[config.mk]
export PLATFORM = sky130hd
export DESIGN_NAME = mem_bus_responder_flat
export DESIGN_NICKNAME = d
export VERILOG_FILES = /design/src/rtl/mem_bus_if.sv /design/src/rtl/mem_bus_responder.sv /design/src/flat_wrapper.sv
export SDC_FILE = /design/constraint.sdc
export NUM_CORES = 1
export LEC_CHECK = 0
export ABC_CLOCK_PERIOD_IN_PS = 6600
export BUFFER_PORTS_ARGS = -buffer_cell sky130_fd_sc_hd__buf_2
export CORE_UTILIZATION = 35
export CTS_CLUSTER_DIAMETER = 80
export DETAILED_ROUTE_END_ITERATION = 10
export HOLD_SLACK_MARGIN = 0.08
export PLACE_DENSITY = 0.6
export SYNTH_ARGS = -nofsm -noshare
export SYNTH_HDL_FRONTEND = slang
export SYNTH_SLANG_ARGS = --single-unit
[constraint.sdc]
create_clock -name clk -period 6.6 [get_ports clk]
set_clock_uncertainty 0.1 [all_clocks]
set_input_delay 1.32 -clock clk [delete_from_list [all_inputs] [get_ports clk]]
set_output_delay 1.32 -clock clk [all_outputs]
set_load 0.005 [all_outputs]
[src/rtl/mem_bus_if.sv]
// Control-bus bundle between the CPU core (master) and the memory responder (slave),
// including the preload port used to load program ROM before the core starts.
interface mem_bus_if #(
  parameter int DATA_W = 8,
  parameter int ADDR_W = 5
);
  logic              rd;
  logic              wr;
  logic [ADDR_W-1:0] addr;
  logic [DATA_W-1:0] wdata;
  logic [DATA_W-1:0] rdata;
  logic              ack;
  logic              busy;
  logic              err;
  logic              init_we;
  logic [ADDR_W-1:0] init_addr;
  logic [DATA_W-1:0] init_data;

  modport master (
    output rd, wr, addr, wdata, init_we, init_addr, init_data,
    input  rdata, ack, busy, err
  );

  modport slave (
    input  rd, wr, addr, wdata, init_we, init_addr, init_data,
    output rdata, ack, busy, err
  );
endinterface

[src/rtl/mem_bus_responder.sv]
// Memory-side responder for the CPU control bus: edge-detected rd/wr strobes, a
// programmable wait period, a one-cycle ack, and a write-protected ROM region.
module mem_bus_responder #(
  parameter int DATA_W   = 8,
  parameter int ADDR_W   = 5,
  parameter int WAIT_CYC = 1,
  parameter int ROM_TOP  = 16
) (
  input  logic      clk,
  input  logic      rst_n,
  mem_bus_if.slave  bus
);

  localparam int DEPTH = 2 ** ADDR_W;
  localparam logic [3:0] WAIT_LAST = (WAIT_CYC > 0) ? 4'(WAIT_CYC - 1) : 4'd0;
  localparam logic [ADDR_W:0] ROM_LIM = (ADDR_W + 1)'(ROM_TOP);

  typedef enum logic [1:0] {
    S_IDLE,
    S_WAIT,
    S_ACC,
    S_HOLD
  } state_t;

  state_t state_q, state_d;
  logic [3:0] cnt_q, cnt_d;

  // Strobe history; hist_valid_q blocks a "start" until one real sample exists.
  logic strobe_prev_q;
  logic hist_valid_q;

  logic              op_wr_q;
  logic [ADDR_W-1:0] addr_q;
  logic [DATA_W-1:0] wdata_q;

  logic [DATA_W-1:0] rdata_q;
  logic              ack_q, ack_d;
  logic              busy_q, busy_d;
  logic              err_q, err_d;

  logic              capture;
  logic              rd_acc;
  logic              mem_we;
  logic [ADDR_W-1:0] mem_waddr;
  logic [DATA_W-1:0] mem_wdata;

  logic [DATA_W-1:0] mem [DEPTH];

  logic strobe;
  logic start;

  assign strobe = bus.rd | bus.wr;
  assign start  = hist_valid_q & strobe & ~strobe_prev_q;

  always_comb begin
    // NOTE: every signal gets a default first so no path leaves it unassigned (no latches).
    state_d   = state_q;
    cnt_d     = cnt_q;
    busy_d    = busy_q;
    err_d     = err_q;
    ack_d     = 1'b0;
    capture   = 1'b0;
    rd_acc    = 1'b0;
    mem_we    = 1'b0;
    mem_waddr = bus.init_addr;
    mem_wdata = bus.init_data;

    unique case (state_q)
      S_IDLE: begin
        if (start) begin
          if (bus.rd && bus.wr) begin
            err_d   = 1'b1;
            state_d = S_HOLD;
          end else begin
            capture = 1'b1;
            busy_d  = 1'b1;
            cnt_d   = '0;
            state_d = (WAIT_CYC > 0) ? S_WAIT : S_ACC;
          end
        end else if (bus.init_we) begin
          mem_we = 1'b1;
        end
      end

      S_WAIT: begin
        if (!strobe) begin
          busy_d  = 1'b0;
          state_d = S_IDLE;
        end else if (cnt_q == WAIT_LAST) begin
          state_d = S_ACC;
        end else begin
          cnt_d = cnt_q + 4'd1;
        end
      end

      S_ACC: begin
        ack_d   = 1'b1;
        busy_d  = 1'b0;
        state_d = S_HOLD;
        if (op_wr_q) begin
          if ({1'b0, addr_q} >= ROM_LIM) begin
            mem_we    = 1'b1;
            mem_waddr = addr_q;
            mem_wdata = wdata_q;
          end else begin
            err_d = 1'b1;
          end
        end else begin
          rd_acc = 1'b1;
        end
      end

      S_HOLD: begin
        if (!strobe) state_d = S_IDLE;
      end

      default: state_d = S_IDLE;
    endcase
  end

  // NOTE: state registers use non-blocking assignments so every flop samples pre-edge values.
  always_ff @(posedge clk or negedge rst_n) begin
    if (!rst_n) begin
      state_q       <= S_IDLE;
      cnt_q         <= '0;
      strobe_prev_q <= 1'b0;
      hist_valid_q  <= 1'b0;
      op_wr_q       <= 1'b0;
      addr_q        <= '0;
      wdata_q       <= '0;
      rdata_q       <= '0;
      ack_q         <= 1'b0;
      busy_q        <= 1'b0;
      err_q         <= 1'b0;
    end else begin
      state_q       <= state_d;
      cnt_q         <= cnt_d;
      strobe_prev_q <= strobe;
      hist_valid_q  <= 1'b1;
      ack_q         <= ack_d;
      busy_q        <= busy_d;
      err_q         <= err_d;
      if (capture) begin
        op_wr_q <= bus.wr;
        addr_q  <= bus.addr;
        wdata_q <= bus.wdata;
      end
      if (rd_acc) rdata_q <= mem[addr_q];
    end
  end

  // NOTE: the array has no reset so it maps onto plain RAM; contents survive rst_n.
  always_ff @(posedge clk) begin
    if (mem_we) mem[mem_waddr] <= mem_wdata;
  end

  assign bus.rdata = rdata_q;
  assign bus.ack   = ack_q;
  assign bus.busy  = busy_q;
  assign bus.err   = err_q;

endmodule

[src/flat_wrapper.sv]
// flat-port wrapper written by rule: the top's interface ports become plain ports
module mem_bus_responder_flat 
#(
  parameter int DATA_W   = 8,
  parameter int ADDR_W   = 5,
  parameter int WAIT_CYC = 1,
  parameter int ROM_TOP  = 16
)
  (clk, rst_n, bus_rd, bus_wr, bus_addr, bus_wdata, bus_init_we, bus_init_addr, bus_init_data, bus_rdata, bus_ack, bus_busy, bus_err);
  mem_bus_if #(.DATA_W(DATA_W), .ADDR_W(ADDR_W)) bus_i ();
  input  logic clk;
  input  logic rst_n;
  input wire logic [$bits(bus_i.rd)-1:0] bus_rd;
  input wire logic [$bits(bus_i.wr)-1:0] bus_wr;
  input wire logic [$bits(bus_i.addr)-1:0] bus_addr;
  input wire logic [$bits(bus_i.wdata)-1:0] bus_wdata;
  input wire logic [$bits(bus_i.init_we)-1:0] bus_init_we;
  input wire logic [$bits(bus_i.init_addr)-1:0] bus_init_addr;
  input wire logic [$bits(bus_i.init_data)-1:0] bus_init_data;
  output wire logic [$bits(bus_i.rdata)-1:0] bus_rdata;
  output wire logic [$bits(bus_i.ack)-1:0] bus_ack;
  output wire logic [$bits(bus_i.busy)-1:0] bus_busy;
  output wire logic [$bits(bus_i.err)-1:0] bus_err;
  assign bus_i.rd = bus_rd;
  assign bus_i.wr = bus_wr;
  assign bus_i.addr = bus_addr;
  assign bus_i.wdata = bus_wdata;
  assign bus_i.init_we = bus_init_we;
  assign bus_i.init_addr = bus_init_addr;
  assign bus_i.init_data = bus_init_data;
  assign bus_rdata = bus_i.rdata;
  assign bus_ack = bus_i.ack;
  assign bus_busy = bus_i.busy;
  assign bus_err = bus_i.err;
  mem_bus_responder #(.DATA_W(DATA_W), .ADDR_W(ADDR_W), .WAIT_CYC(WAIT_CYC), .ROM_TOP(ROM_TOP)) u_core (.clk(clk), .rst_n(rst_n), .bus(bus_i));
endmodule
==> results of run 1 <==
-- how the worst max path moves through the flow --
| stage | endpoint | depth (start not counted) |
|---|---|---|
| 2_1_floorplan | u_core.mem[24][0] | 6 |
| 3_3_place_gp | u_core.mem[24][3] | 7 |
| 3_5_place_dp | u_core.mem[20][7] | 7 |
| 4_1_cts | u_core.mem[12][7] | 7 |
| 5_1_grt | u_core.mem[20][7] | 6 |
| 6_report | u_core.mem[20][6] | 7 |
-- cell families (layout without fill, tap and decap cells) --
kind of cell               Yosys count  after routing  share of synthesized area
muxes                              130            130                      0.109
and+or+nand+nor                    144            144                     0.0501
AOI/OAI and AO/OA                  132            132                     0.0927
DFF                                289            289                      0.713
xor gates and xnor gates             1              1                   0.000734
adders and majority gates            7              7                    0.00733
other                                1              1                   0.000314
buffers and inverters               51            112                     0.0268
-- worst max-delay path, cell delays in order --
cell	delay, ps
buf_2	130
nor2_1	280
inv_1	160
a21oi_1	240
nand3b_1	150
o31a_1	510
nor2_1	630
-- sequential cells by signal, summed over array words and instances, names as in the netlist --
signal / count
u_core.mem: 256
u_core.bus.rdata: 8
u_core.wdata_q: 8
u_core.addr_q: 5
u_core.cnt_q: 4
u_core.state_q: 2
u_core.bus.ack: 1
u_core.bus.busy: 1
u_core.bus.err: 1
u_core.hist_valid_q: 1
u_core.op_wr_q: 1
u_core.strobe_prev_q: 1
-- cell type report --
cell class | instances | area, sq um
Clock buffer | 33 | 751
Multi-Input combinational cell | 415 | 3130
Clock inverter | 20 | 198
Tap cell | 448 | 561
Inverter | 8 | 30.0
Sequential cell | 289 | 8520
Timing Repair Buffer | 51 | 293
Fill cell | 3125 | 20100
-- cell usage after synthesis, types with 3 or more instances --
cell      count  share of area
edfxtp_1    256           0.64
mux2i_1     128           0.11
nand2_1      78          0.025
nor2_1       42          0.013
a22oi_1      33          0.021
dfrtp_1      33          0.069
a21oi_1      24          0.010
a22o_1       20          0.015
clkbuf_1     14         0.0044
a221oi_2     13          0.016
buf_6        11          0.010
inv_1         8         0.0025
o22ai_1       8         0.0042
o41ai_2       8          0.011
buf_2         7         0.0029
ha_1          7         0.0073
a31oi_1       6         0.0031
nand2b_1      5         0.0026
nand3_1       5         0.0021
o21ai_0       5         0.0021
buf_4         4         0.0025
a221oi_1      3         0.0022
buf_1         3        0.00094
nor2b_1       3         0.0016
-- per-stage QoR --
| step | worst slack, ps | hold slack (ps) |
|---|---|---|
| CTS | 3320 | 378 |
| detailed placement | 2750 | 363 |
| finish | 3250 | 373 |
| floorplan | 3460 | 346 |
| global placement | 2870 | 357 |
| global route | 3030 | 402 |
-- power breakdown --
group | total [W] | internal (W) | leakage [nW] | switching (W)
Sequential | 0.00225 | 0.00212 | 2.71 | 0.000124
Combinational | 0.00132 | 0.000512 | 1.45 | 0.000807
Clock | 0.00163 | 0.000967 | 0.468 | 0.000658
Total | 0.00519 | 0.00360 | 4.63 | 0.00159
-- routing by layer --
| metal | wire [um] | up-vias | track usage |
|---|---|---|---|
| met3 | 1240 | 43 | 0.0205 |
| li1 | - | 3002 | - |
| met1 | 12600 | 3202 | 0.218 |
| met4 | 670 | 0 | 0.0492 |
| met5 | 0 | - | 0 |
| met2 | 12300 | 178 | 0.244 |
==> results_dict.tcl, run 1 <==
set metrics [dict create \
    grt_setup_unrepaired "false" \
    htreeDepth 1 \
    grt_max_degree 100 \
    worstPathRequired_ps 6670 \
    routabilityCongestion 0.822 \
    synth-main-ff-cell "edfxtp_1" \
    crit_start "bus_wr" \
    outcome "completed" \
    placed_area_sq_mm 0.0125 \
    arrival_ps 3430 \
    min_from "u_core.wdata_q[4]" \
    hp-class "flip-flop to flip-flop" \
    setup_tns_ps 0 \
    period_needed_ps 3350 \
    max_freq_mhz 298 \
    postSynth.asyncResetShare 0.114 \
    synth_edf_count 256 \
    drt-total-wl_um 26800 \
    path_clk_slew_ps 60 \
    finalNonFillerCells 1264 \
    numCtsBuffers 29 \
    coreArea_sq_mm 0.0335 \
    ys_seq_elements 289 \
    power_w 0.00519 \
    dpl.hpwl_um 16400 \
    design_area_sq_mm 0.0135 \
    min_to "u_core.wdata_q[4]" \
    worst_pin_slew_ps 955 \
    num-nets-final 832 \
    min_period_over_period 0.508 \
    critPathKind "primary input to flip-flop" \
    antenna_found_initial 0 \
    initial_utilization 0.356 \
    ios 42 \
    rrSetupSlack_ps 3330 \
    layout_commonest_cell "edfxtp_1" \
    setup_viol 0 \
    slew_headroom 0.361 \
    ctsHoldBuffers 0 \
    avgSynthCellArea_sq_um 15.8 \
    numPortBuffers 41 \
    critPathLaunchType "primary input" \
    synth_cell_types 49 \
    syn-num-nets 793 \
    grt_pass1_vias 6538 \
    drtIter0Drc 521 \
    hold_violations 0 \
    dr.pass1.iters 5 \
    power_density_mw_per_mm2 385 \
    maxCapViolCount 0 \
    cts_root_buf "clkbuf_16" \
    rr_endpoint "u_core.mem[20][6]" \
    yosysSeqAreaShare 0.713 \
    grt_pass1_wl_um 40500 \
    synth_warnings 0 \
    final-max-slew-violation-count 0 \
    post_drt_wl_per_cell_um 21.2 \
    dp_cells 1211 \
    drc 0 \
    ant_nets 0 \
    hold_depth 2 \
    fin_util 0.402 \
    crit_path_max_fanout 8 \
    cts_sinks 289 \
    clock_latency_ps 540 \
    die_y_um 187 \
    grt_util_all_layers 0.153 \
    die_width_um 187 \
    synth_area_sq_mm 0.0119 \
    final_cell_mix "256 x edfxtp_1, 128 x mux2i_1, 74 x nand2_1" \
    cp-end-kind "flip-flop" \
    syn2layout_area_growth_pct 12.8 \
    vias 6425 \
    cts_buffer_depth 3 \
    timing.rr.start "u_core.state_q[0]" \
    tritoncts "built" \
    cts_setup_buffers 0 \
    netlist_instances 755 \
    worstRegToRegCells 6 \
    grt.overflow.total 0 \
    routed_via_density 5.08 \
    die_area_sq_mm 0.0349 \
    power_leakage_nw 4.63 \
    n_antenna_cell 0 \
    ctsResizeCount 0 \
    num_rows 67 \
    drive_gt1_frac 0.157 \
    ir_worst_vdd_uv 202 \
]
(Power assumes the default switching activity.)
==> run 2: changes to the inputs <==
--- a/config.mk
+++ b/config.mk
@@ -5,13 +5,13 @@
 export SDC_FILE = /design/constraint.sdc
 export NUM_CORES = 1
 export LEC_CHECK = 0
-export ABC_CLOCK_PERIOD_IN_PS = 6600
+export ABC_CLOCK_PERIOD_IN_PS = 2900
 export BUFFER_PORTS_ARGS = -buffer_cell sky130_fd_sc_hd__buf_2
 export CORE_UTILIZATION = 35
 export CTS_CLUSTER_DIAMETER = 80
 export DETAILED_ROUTE_END_ITERATION = 10
 export HOLD_SLACK_MARGIN = 0.08
-export PLACE_DENSITY = 0.6
+export PLACE_DENSITY = 0.62
 export SYNTH_ARGS = -nofsm -noshare
 export SYNTH_HDL_FRONTEND = slang
 export SYNTH_SLANG_ARGS = --single-unit
==> constraint.sdc (replaced) <==
create_clock -name clk -period 2.9 [get_ports clk]
set_clock_uncertainty 0.1 [all_clocks]
set_input_delay 0.58 -clock clk [delete_from_list [all_inputs] [get_ports clk]]
set_output_delay 0.58 -clock clk [all_outputs]
set_load 0.005 [all_outputs]
==> results_dict.tcl, run 2 (same netlist as run 1, synthesis figures left out) <==
set metrics [dict create \
    slew_headroom 0.423 \
    numCtsBuffers 29 \
    path_clk_slew_ps 60 \
    rrSetupSlack_ps 340 \
    top_register "u_core.mem" \
    routabilityCongestion 0.866 \
    largest_reg_flops 256 \
    power_density_mw_per_mm2 865 \
    post_drt_wl_per_cell_um 20.5 \
    final_cell_mix "256 x edfxtp_1, 128 x mux2i_1, 78 x nand2_1" \
    timing.rr.start "u_core.state_q[1]" \
    hp-class "primary input to flip-flop" \
    period_needed_ps 2560 \
    outcome "completed" \
    max_freq_mhz 390 \
    ios 42 \
    cp_cell_sequence "inv_1, ha_1, inv_1, a21oi_1, nand3b_1, o31a_1, nor2_1, buf_4" \
    ant_nets 0 \
    arrival_ps 2710 \
    numPortBuffers 41 \
    grt_pass1_wl_um 40900 \
    maxCapViolCount 0 \
    dr.pass1.iters 5 \
    tritoncts "built" \
    dpl.hpwl_um 17300 \
    drtIter0Drc 499 \
    ir_worst_vdd_uv 569 \
    htreeDepth 1 \
    critPathKind "flip-flop to flip-flop" \
    grt_pass1_vias 6585 \
    vias 6684 \
    cts_setup_buffers 0 \
    cts_sinks 289 \
    n_antenna_cell 0 \
    num_rows 67 \
    crit_top_cell "inv_1" \
    crit_path_max_fanout 8 \
    drt-total-wl_um 27000 \
    routed_via_density 5.08 \
    num-nets-final 884 \
    rr_endpoint "u_core.mem[12][1]" \
    grt_setup_unrepaired "false" \
    die_width_um 187 \
    layout_commonest_cell "edfxtp_1" \
    final-max-slew-violation-count 0 \
    coreArea_sq_mm 0.0335 \
    fill_cells 3059 \
    syn2layout_area_growth_pct 16.5 \
    min_period_over_period 0.884 \
    hold_violations 0 \
    setup_viol 0 \
    drive_gt1_frac 0.204 \
    worst_pin_slew_ps 865 \
    drc 0 \
    fin_util 0.415 \
    critical_path.max_stage_delay_ps 480 \
    endpoint "u_core.mem[12][1]" \
    grt_max_degree 34 \
    ctsHoldBuffers 1 \
    clock_latency_ps 540 \
    die_y_um 187 \
    cts_root_buf "clkbuf_16" \
    cts_buffer_depth 3 \
    power_leakage_nw 4.92 \
    initial_utilization 0.356 \
    grt.overflow.total 0 \
    antenna_found_initial 0 \
    crit_start "u_core.state_q[1]" \
    die_area_sq_mm 0.0349 \
    worstRegToRegCells 8 \
    crit_slowest_cell "o31a_1" \
    grt_util_all_layers 0.154 \
    ctsResizeCount 0 \
    setup_tns_ps 0 \
    worstPathRequired_ps 3050 \
    critPathLaunchType "flip-flop" \
    cp-end-kind "flip-flop" \
]
==> run 2: cell types whose count changed in the layout (fill, tap and decap cells not counted), moves of 2 or more <==
| cell | before | now |
|---|---|---|
| buf_4 | 9 | 56 |
| clkbuf_1 | 3 | 6 |
| nand2_2 | 4 | 0 |
| nand2_1 | 74 | 78 |
| buf_12 | 1 | 5 |
| clkinv_2 | 7 | 9 |
| clkinv_1 | 7 | 3 |
==> run 2: how the worst min path moves through the flow <==
stage                 startpoint           endpoint  slack (ps)  cells past startpoint
6_report            bus_wdata[2]  u_core.wdata_q[2]         120                      3
5_1_grt             bus_wdata[1]  u_core.wdata_q[1]         120                      3
4_1_cts             bus_wdata[2]  u_core.wdata_q[2]         100                      3
3_5_place_dp   u_core.wdata_q[7]  u_core.wdata_q[7]         360                      2
3_3_place_gp   u_core.wdata_q[3]  u_core.wdata_q[3]         360                      2
2_1_floorplan              rst_n   u_core.addr_q[0]         180                      0
==> run 2: report_power, final <==
group | total (W) | leakage, nW | internal, W | switching (W)
combinational | 0.00325 | 1.73 | 0.00132 | 0.00192
sequential | 0.00506 | 2.71 | 0.00482 | 0.000238
clock | 0.00372 | 0.473 | 0.00221 | 0.00151
==> run 2: through the flow <==
stage	setup slack (ps)	cells	instance area (sq um)	total power, W	hold WS, ps
after detailed placement	161	1262	12900	0.00841	362
after global routing	180	1317	13900	0.0125	119
after floorplan	404	755	11900	0.00739	184
after CTS	354	1317	13900	0.0121	98.9
final	336	1317	13900	0.0120	119
after global placement	220	1262	12900	0.00837	358
==> run 2: area by class of cell <==
type	instances	area, sq um	area share
timing repair buffer	103	736	0.0529
inverter	8	30.0	0.00216
clock buffer	36	762	0.0548
tap	448	561	0.0403
multi-input combinational	415	3120	0.224
clock inverter	18	193	0.0138
sequential	289	8520	0.612
==> run 2: critical path, delay by kind of cell, from the launching register on <==
kind / cells / cell delay [ps]
compound gates: 2 / 700
buf+inv: 3 / 440
fa+ha+maj: 1 / 280
simple gates: 2 / 320
flops: 1 / 420
==> run 2: per-layer routing <==
| layer | part of all wire | GRT usage | vias up |
|---|---|---|---|
| met5 | 0 | 0 | - |
| met4 | 0.027 | 0.0485 | 0 |
| met3 | 0.047 | 0.0177 | 45 |
| met2 | 0.46 | 0.245 | 190 |
| met1 | 0.47 | 0.219 | 3353 |
| li1 | - | - | 3096 |
